[config.mk]
export PLATFORM = sky130hd
export DESIGN_NAME = rv_lsu
export DESIGN_NICKNAME = d
export VERILOG_FILES = /design/src/rtl/rv_lsu_pkg.sv /design/src/rtl/rv_lsu_lane.sv /design/src/rtl/rv_lsu.sv
export SDC_FILE = /design/constraint.sdc
export NUM_CORES = 1
export LEC_CHECK = 0
export CAP_MARGIN = 30
export CORE_MARGIN = 8
export CORE_UTILIZATION = 40
export CTS_CLUSTER_SIZE = 25
export DETAILED_ROUTE_END_ITERATION = 16
export GPL_TIMING_DRIVEN = 0
export PLACE_DENSITY = 0.69
export SLEW_MARGIN = 20
export SYNTH_ARGS = -nofsm -noshare
export SYNTH_HDL_FRONTEND = slang
export SYNTH_SLANG_ARGS = --single-unit
[constraint.sdc]
create_clock -name clk -period 5.8 [get_ports clk]
set_clock_uncertainty 0.05 [all_clocks]
set_input_delay 1.16 -clock clk [delete_from_list [all_inputs] [get_ports clk]]
set_output_delay 1.16 -clock clk [all_outputs]
set_load 0.01 [all_outputs]
[src/rtl/rv_lsu_pkg.sv]
// rtl/rv_lsu_pkg.sv - shared encodings for the load/store unit
package rv_lsu_pkg;

    localparam logic [1:0] LSU_SZ_B   = 2'b00;
    localparam logic [1:0] LSU_SZ_H   = 2'b01;
    localparam logic [1:0] LSU_SZ_W   = 2'b10;
    localparam logic [1:0] LSU_SZ_ILL = 2'b11;

    typedef enum logic [1:0] {
        ST_IDLE  = 2'b00,
        ST_READ  = 2'b01,
        ST_WRITE = 2'b10,
        ST_RESP  = 2'b11
    } lsu_state_e;

endpackage

[src/rtl/rv_lsu_lane.sv]
// rtl/rv_lsu_lane.sv - byte/half lane extract with extension, and store lane merge
module rv_lsu_lane
    import rv_lsu_pkg::*;
(
    input  logic [31:0] word_i,
    input  logic [1:0]  addr_lo_i,
    input  logic [1:0]  size_i,
    input  logic        unsigned_i,
    input  logic [31:0] wdata_i,
    output logic [31:0] load_data_o,
    output logic [31:0] store_word_o
);

    logic [4:0]  shamt;
    logic [31:0] shifted;
    logic [31:0] mask;

    assign shamt   = {addr_lo_i, 3'b000};
    assign shifted = word_i >> shamt;

    always_comb begin
        load_data_o = word_i;
        case (size_i)
            LSU_SZ_B: load_data_o = unsigned_i ? {24'h0, shifted[7:0]}
                                               : {{24{shifted[7]}}, shifted[7:0]};
            LSU_SZ_H: load_data_o = unsigned_i ? {16'h0, shifted[15:0]}
                                               : {{16{shifted[15]}}, shifted[15:0]};
            default:  load_data_o = word_i;
        endcase
    end

    // Lanes outside the mask keep the current memory contents.
    always_comb begin
        mask         = 32'h0;
        store_word_o = wdata_i;
        case (size_i)
            LSU_SZ_B: begin
                mask         = 32'h0000_00FF << shamt;
                store_word_o = (word_i & ~mask) | ((wdata_i & 32'h0000_00FF) << shamt);
            end
            LSU_SZ_H: begin
                mask         = 32'h0000_FFFF << shamt;
                store_word_o = (word_i & ~mask) | ((wdata_i & 32'h0000_FFFF) << shamt);
            end
            default: store_word_o = wdata_i;
        endcase
    end

endmodule

[src/rtl/rv_lsu.sv]
// rtl/rv_lsu.sv - load/store unit driving a word-only data memory port
module rv_lsu
    import rv_lsu_pkg::*;
#(
    parameter int unsigned WORDS = 1024,
    parameter logic [31:0] BASE  = 32'h0000_1000
)(
    input  logic        clk,
    input  logic        rst,
    input  logic        req_valid,
    output logic        req_ready,
    input  logic        req_we,
    input  logic [1:0]  req_size,
    input  logic        req_unsigned,
    input  logic [31:0] req_addr,
    input  logic [31:0] req_wdata,
    output logic        resp_valid,
    output logic [31:0] resp_rdata,
    output logic        resp_err,
    output logic        mem_we,
    output logic [31:0] mem_addr,
    output logic [31:0] mem_wdata,
    input  logic [31:0] mem_rdata
);

    // 33-bit bounds: the top of the window may equal 2^32.
    localparam logic [32:0] WIN_LO = {1'b0, BASE};
    localparam logic [32:0] WIN_HI = {1'b0, BASE} + (33'(WORDS) << 2);

    lsu_state_e  state_q, state_d;
    logic        we_q, we_d;
    logic [1:0]  size_q, size_d;
    logic        uns_q, uns_d;
    logic [1:0]  addr_lo_q, addr_lo_d;
    logic [31:0] wdata_q, wdata_d;
    logic        err_q, err_d;
    logic [31:0] rdata_q, rdata_d;
    logic [31:0] mem_addr_q, mem_addr_d;
    logic [31:0] mem_wdata_q, mem_wdata_d;

    logic        accept;
    logic        req_err;
    logic [31:0] load_data;
    logic [31:0] store_word;

    assign req_ready  = (state_q == ST_IDLE);
    assign accept     = req_valid && req_ready;
    assign resp_valid = (state_q == ST_RESP);
    assign resp_rdata = rdata_q;
    assign resp_err   = err_q;
    assign mem_we     = (state_q == ST_WRITE);
    assign mem_addr   = mem_addr_q;
    assign mem_wdata  = mem_wdata_q;

    assign req_err = (req_size == LSU_SZ_ILL)
                  || ((req_size == LSU_SZ_H) && req_addr[0])
                  || ((req_size == LSU_SZ_W) && (req_addr[1:0] != 2'b00))
                  || ({1'b0, req_addr} <  WIN_LO)
                  || ({1'b0, req_addr} >= WIN_HI);

    rv_lsu_lane u_lane (
        .word_i       (mem_rdata),
        .addr_lo_i    (addr_lo_q),
        .size_i       (size_q),
        .unsigned_i   (uns_q),
        .wdata_i      (wdata_q),
        .load_data_o  (load_data),
        .store_word_o (store_word)
    );

    always_comb begin
        state_d     = state_q;
        we_d        = we_q;
        size_d      = size_q;
        uns_d       = uns_q;
        addr_lo_d   = addr_lo_q;
        wdata_d     = wdata_q;
        err_d       = err_q;
        rdata_d     = rdata_q;
        mem_addr_d  = mem_addr_q;
        mem_wdata_d = mem_wdata_q;
        case (state_q)
            ST_IDLE: begin
                if (accept) begin
                    we_d      = req_we;
                    size_d    = req_size;
                    uns_d     = req_unsigned;
                    addr_lo_d = req_addr[1:0];
                    wdata_d   = req_wdata;
                    err_d     = req_err;
                    if (req_err) begin
                        rdata_d = 32'h0;
                        state_d = ST_RESP;
                    end else begin
                        mem_addr_d = {req_addr[31:2], 2'b00};
                        // Full-word stores need no read; sub-word stores merge first.
                        if (req_we && (req_size == LSU_SZ_W)) begin
                            mem_wdata_d = req_wdata;
                            state_d     = ST_WRITE;
                        end else begin
                            state_d = ST_READ;
                        end
                    end
                end
            end
            ST_READ: begin
                if (we_q) begin
                    mem_wdata_d = store_word;
                    state_d     = ST_WRITE;
                end else begin
                    rdata_d = load_data;
                    state_d = ST_RESP;
                end
            end
            ST_WRITE: begin
                rdata_d = 32'h0;
                state_d = ST_RESP;
            end
            ST_RESP: state_d = ST_IDLE;
            default: state_d = ST_IDLE;
        endcase
    end

    always_ff @(posedge clk or posedge rst) begin
        if (rst) begin
            state_q     <= ST_IDLE;
            we_q        <= 1'b0;
            size_q      <= LSU_SZ_B;
            uns_q       <= 1'b0;
            addr_lo_q   <= 2'b00;
            wdata_q     <= 32'h0;
            err_q       <= 1'b0;
            rdata_q     <= 32'h0;
            mem_addr_q  <= 32'h0;
            mem_wdata_q <= 32'h0;
        end else begin
            state_q     <= state_d;
            we_q        <= we_d;
            size_q      <= size_d;
            uns_q       <= uns_d;
            addr_lo_q   <= addr_lo_d;
            wdata_q     <= wdata_d;
            err_q       <= err_d;
            rdata_q     <= rdata_d;
            mem_addr_q  <= mem_addr_d;
            mem_wdata_q <= mem_wdata_d;
        end
    end

endmodule

Yosys cells after proc, flatten, opt, wreduce, memory -nomap -nowiden:

Cells that the tools add are included.

* register bits after elaboration: 135
* bits in latches: 0
* memory bits (writable): 0
* ROM bits: 0
* input bits: 103
* word-level logic and storage cells: 72
* memories: 0

* add/sub/neg operators: 0
* $mul: 0
* divide/modulo/power cells: 0
* $lt $le $gt $ge: 2
* equality and inequality tests: 13
* shifts and indexed selects: 5
* muxes and demuxes: 18
* bitwise logic cells: 7
* reduce and logical (&&, ||, !) cells: 17

Operators by type and width (number)
* two-way mux 32 bit: 9
* one-hot mux 32 bit (2 select lines): 3
* one-hot mux 32 bit (3 select lines): 1
* bitwise AND 32 bit: 2
* inverter 32 bit: 2
* OR 32 bit: 2
* greater-or-equal comparator 32 x 14 -> 1 bit (second input constant): 1
* < comparator 32 x 13 -> 1 bit (second input constant): 1
* left shift 16 x 5 -> 32 bit: 1
* left shift 16 x 5 -> 32 bit (first input constant): 1
* left shift 8 x 5 -> 32 bit: 1
* left shift 8 x 5 -> 32 bit (first input constant): 1
* >> shifter 32 x 5 -> 16 bit: 1
* == test 2 bit (second input constant): 4
* one-hot mux 2 bit (4 select lines): 1
* == test 2 x 1 -> 1 bit (second input constant): 3
* two-way mux 2 bit: 3
* != test 2 x 1 -> 1 bit (second input constant): 3
* != test 2 bit (second input constant): 3
* AND reduction 5 bit: 1
* logical AND 1 bit: 4
* logical NOT 2 bit: 2
* logical OR 1 bit: 4
* AND reduction 4 bit: 1
* 6 further kinds: 7

Depth between registers and ports, before layout:

* depth in word-level cells: 9
* gate-level depth with buffers: 9
* mapped depth without buffers: 7

Modules after synthesis:

Synthesis repeated with hierarchy kept, for this count alone.

* cell total of the unflattened synthesis: 765
* area total of the unflattened synthesis: 7793.7 um2

By module, submodules not included
* rv_lsu: instances 1, cells each 464, area an instance 5845.6 um2
* rv_lsu_lane: instances 1, cells each 301, area an instance 1948.1 um2

Least setup slack after synthesis:

OpenSTA, ideal clock, no wires.

* path kind: input port to flip-flop
* start: input req_addr[15]
* end: register rdata_q[10], in the netlist resp_rdata[10]
* arrival time: 2.779 ns
* data required time: 5.625 ns
* setup slack: 2.846 ns
* cell stages on the path: 7
* cells stage by stage: nor4b_1 -> nand3_1 -> o31ai_2 -> a221o_1 -> buf_2 -> buf_4 -> mux2_2

* longest elaborated chain between the ends: 5
* elaborated cells on any way between the ends: 6
* classes of those cells: 2 x order compare; 1 x eq/ne; 3 x reduce/logical

RTL lines
* start: declaration: RTL line rv_lsu.sv:15 `input logic [31:0] req_addr,`
* < comparator 32 x 13 -> 1 bit: RTL line rv_lsu.sv:58 `|| ({1'b0, req_addr} < WIN_LO)`
* logical OR 1 bit: RTL line rv_lsu.sv:58
* logical OR 1 bit *: RTL line rv_lsu.sv:59 `|| ({1'b0, req_addr} >= WIN_HI);`
* != test 2 x 1 -> 1 bit (no line) *
* AND reduction 4 bit (no line) *
* end signal: assignment: RTL line rv_lsu.sv:144 `rdata_q <= rdata_d;`
* end: declaration: RTL line rv_lsu.sv:37 `logic [31:0] rdata_q, rdata_d;`

Every way passes the cells marked *; elsewhere a longest branch is shown, timed or not.
A chain may end at the register's enable or synchronous reset.

Worst setup path after layout:

* start: input req_size[0]
* end: register mem_wdata_q[29], in the netlist mem_wdata[29]

* longest elaborated chain between the ends: 8
* elaborated cells on any way between the ends: 13
* classes of those cells: 5 x eq/ne; 8 x reduce/logical

RTL lines
* start: declaration: RTL line rv_lsu.sv:13 `input logic [1:0] req_size,`
* == test 2 x 1 -> 1 bit: RTL line rv_lsu.sv:56 `|| ((req_size == LSU_SZ_H) && req_addr[0])`
* logical AND 1 bit: RTL line rv_lsu.sv:56
* logical OR 1 bit: RTL line rv_lsu.sv:56
* logical OR 1 bit: RTL line rv_lsu.sv:57 `|| ((req_size == LSU_SZ_W) && (req_addr[1:0] != 2'b00))`
* logical OR 1 bit: RTL line rv_lsu.sv:58
* logical OR 1 bit: RTL line rv_lsu.sv:59
* != test 2 bit (no line)
* AND reduction 5 bit (no line) *
* end signal: assignment: RTL line rv_lsu.sv:146 `mem_wdata_q <= mem_wdata_d;`
* end: declaration: RTL line rv_lsu.sv:39 `logic [31:0] mem_wdata_q, mem_wdata_d;`

Marks and branches as above.

==> flow_metrics.tcl <==
set metrics [dict create \
    status "finished, final reports clean" \
    leakage_nw 4.30 \
    die_w_um 148 \
    synth_common_cells "dfrtp_1, nand2_1, mux2_2, clkbuf_1, o21ai_0" \
    antenna_found_initial 0 \
    synth_edf_count 0 \
    vias 6004 \
    grt_pass1_vias 6115 \
    diodes 0 \
    worst_pin_slew_ns 0.688 \
    yosys-top-cells-area "dfrtp_1, mux2_2, nand2_1" \
    setup_viol 0 \
    yosysUniqueCellTypes 47 \
    hold_slack_ns 0.428 \
    wl_per_cell_um 20.3 \
    rr_startpoint "addr_lo_q[0]" \
    die_h_um 148 \
    die-area_um2 22000 \
    p_seq_share_pct 29.3 \
    fin_nets 999 \
    p_per_area_nw_per_um2 521 \
    first_iter_violations 405 \
    cts_resized 0 \
    path_clk_slew_ns 0.06 \
    drt-vias-per-instance 5.33 \
    seq_area_frac_synth_pct 48.1 \
    overflow 0 \
    yosysWarnings 0 \
    cts_setup_buffers 0 \
    drv_cap 0 \
    synth_seq_cells 135 \
    p_int_mw 3.19 \
    slew_headroom_pct 52.8 \
    io_pins 203 \
    clkSinkCount 135 \
    power_frac_comb_pct 48.1 \
    drive_gt1_share_pct 15.8 \
    arrival_ns 3.56 \
    clk_path_buf_depth 2 \
    synthDominantCellAreaShare_pct 48.1 \
    switching_share_pct 38.6 \
    worstSkewPairLatency_ns 0.42 \
    netlist_instances 667 \
    pwr-share-clk_pct 22.5 \
    p_switching_mw 2.01 \
    antenna_left 0 \
    initial_core_util_pct 40.7 \
    path_class "primary input to flop" \
    start_kind "primary input" \
    fmax_mhz 301 \
    cts_tree "yes" \
    place_hpwl_um 17600 \
    cp_data_required_time_ns 6.04 \
    report.final.slew_viol_count 0 \
    timing.critical_path.from "req_size[0]" \
    avgSynthCellArea_um2 10.5 \
    rsz0062_at_grt "false" \
    grt_first_pass_wirelength_um 35000 \
    max-vdd-ir-drop_mv 0.246 \
    first_pass_iters 5 \
    h-tree-depth 4 \
    core-area_um2 17200 \
    ys.flop_type "dfrtp_1" \
    wl_um 22800 \
    synth_area_um2 7020 \
    async_reset_ff_share_pct 100 \
    route.detailed.drc 0 \
    hold_viol 0 \
    rows 48 \
    syn_to_final_growth_pct 42.1 \
    cts-root-buf "clkbuf_16" \
    grt_max_degree 92 \
    synth_top_area_cell "dfrtp_1" \
    cp-end-kind "flop" \
    numCtsBuffers 17 \
    cp_max_fo 10 \
    fin_crit_sh_pct 57.2 \
    hold_class "flop to flop" \
    hold_start "mem_addr[12]" \
    min_period_ns 3.32 \
    io_buffers 199 \
    synth_most_common_cell "dfrtp_1" \
    track_usage_pct 20.7 \
    utilization_pct 57.9 \
    gp_congestion 0.915 \
    postCtsHoldBufs 0 \
]
## metrics by stage
step | total power, mW | area [um2] | TNS [ns] | cells | setup WS (ns)
2_1_floorplan | 3.00 | 7020 | 0 | 668 | 0.979
3_3_place_gp | 3.97 | 9300 | -140.45 | 1092 | -1.05
3_5_place_dp | 4.01 | 9330 | 0 | 1093 | 2.02
4_1_cts | 5.20 | 9970 | 0 | 1125 | 2.47
5_1_grt | 5.50 | 9970 | 0 | 1126 | 2.24
6_report | 5.19 | 9970 | 0 | 1126 | 2.48
## sequential cells by signal, summed over array words and instances (netlist names), 2 cells and up
signal / cells
addr_lo_q: 2
mem_addr: 30
mem_wdata: 32
resp_rdata: 32
size_q: 2
state_q: 2
wdata_q: 32
## worst max-delay path, stage by stage
cell and delay, ns:
clkdlybuf4s50_1 0.53, a21oi_1 0.09, nor2_1 0.34, nor4_4 0.11, a31oi_1 0.53, buf_2 0.44, mux2_1 0.36
## power groups by stage
stage	Sequential (mW)	Clock (mW)	Combinational (mW)
after floorplan	1.55	0	1.45
after global placement	1.52	0	2.45
after detailed placement	1.53	0	2.48
after CTS	1.51	1.19	2.50
after global routing	1.56	1.24	2.71
final	1.52	1.17	2.50
## worst paths after layout
check	end	slack (ns)	cells past startpoint
worst max-delay path	mem_wdata[29]	2.48	7
worst min-delay path	mem_addr[12]	0.43	1
worst max register to register	mem_wdata[17]	2.86	9
worst min register to register	mem_addr[12]	0.43	1
max in group asynchronous	resp_rdata[2]	3.84	3
min in group asynchronous	mem_wdata[3]	1.07	2
## cells in the final DEF (no fill, tap or decap), types with 2 or more instances in the layout
cell and count:
buf_2 9, nor3b_1 8, nor3_1 5, nor2b_1 21, bufinv_16 4, buf_1 2, nand3_1 10, o221ai_1 8
a31o_2 2, clkbuf_1 34, mux2_2 79, inv_6 7, nand2b_1 17, ha_1 8, a2bb2oi_1 7, a221oi_1 8
nand2_1 84, a22o_1 24, a31oi_1 2, inv_1 30, conb_1 2, nor4_1 5, or2_2 2, a21bo_2 7
o2111ai_1 7, nand3b_1 2, buf_4 4, clkdlybuf4s50_1 199, a41oi_1 8, nor2_1 24, clkbuf_16 17, o21ai_0 33
dfrtp_1 135, a21oi_1 22, mux2_1 4, clkinvlp_4 3, mux2i_1 24, a22oi_1 16
## kinds of logic after synthesis
group / count (synthesis) / share of synthesized area [%]
compound gates: 151 / 16.0
xor+xnor: 1 / 0.125
fa+ha+maj: 8 / 1.43
buf+inv: 81 / 4.81
flops: 135 / 48.1
mux: 107 / 16.7
other cells: 1 / 0.0534
simple gates: 183 / 12.7
## layer usage
layer / track usage, % / wire [um] / up-vias
met1: 26.9 / 10000 / 2906
met2: 31.6 / 10300 / 238
li1: - / - / 2835
met5: 0 / 0 / -
met4: 6.53 / 345 / 0
met3: 7.41 / 2120 / 25
## layout make-up
class	count	area (um2)
Fill cell	1562	7260
Sequential cell	135	3380
Multi-Input combinational cell	452	3310
Timing Repair Buffer	201	2020
Clock buffer	17	425
Tap cell	225	282
Buffer	50	221
Clock inverter	15	213
Inverter	31	124
(Power assumes the default switching activity.)
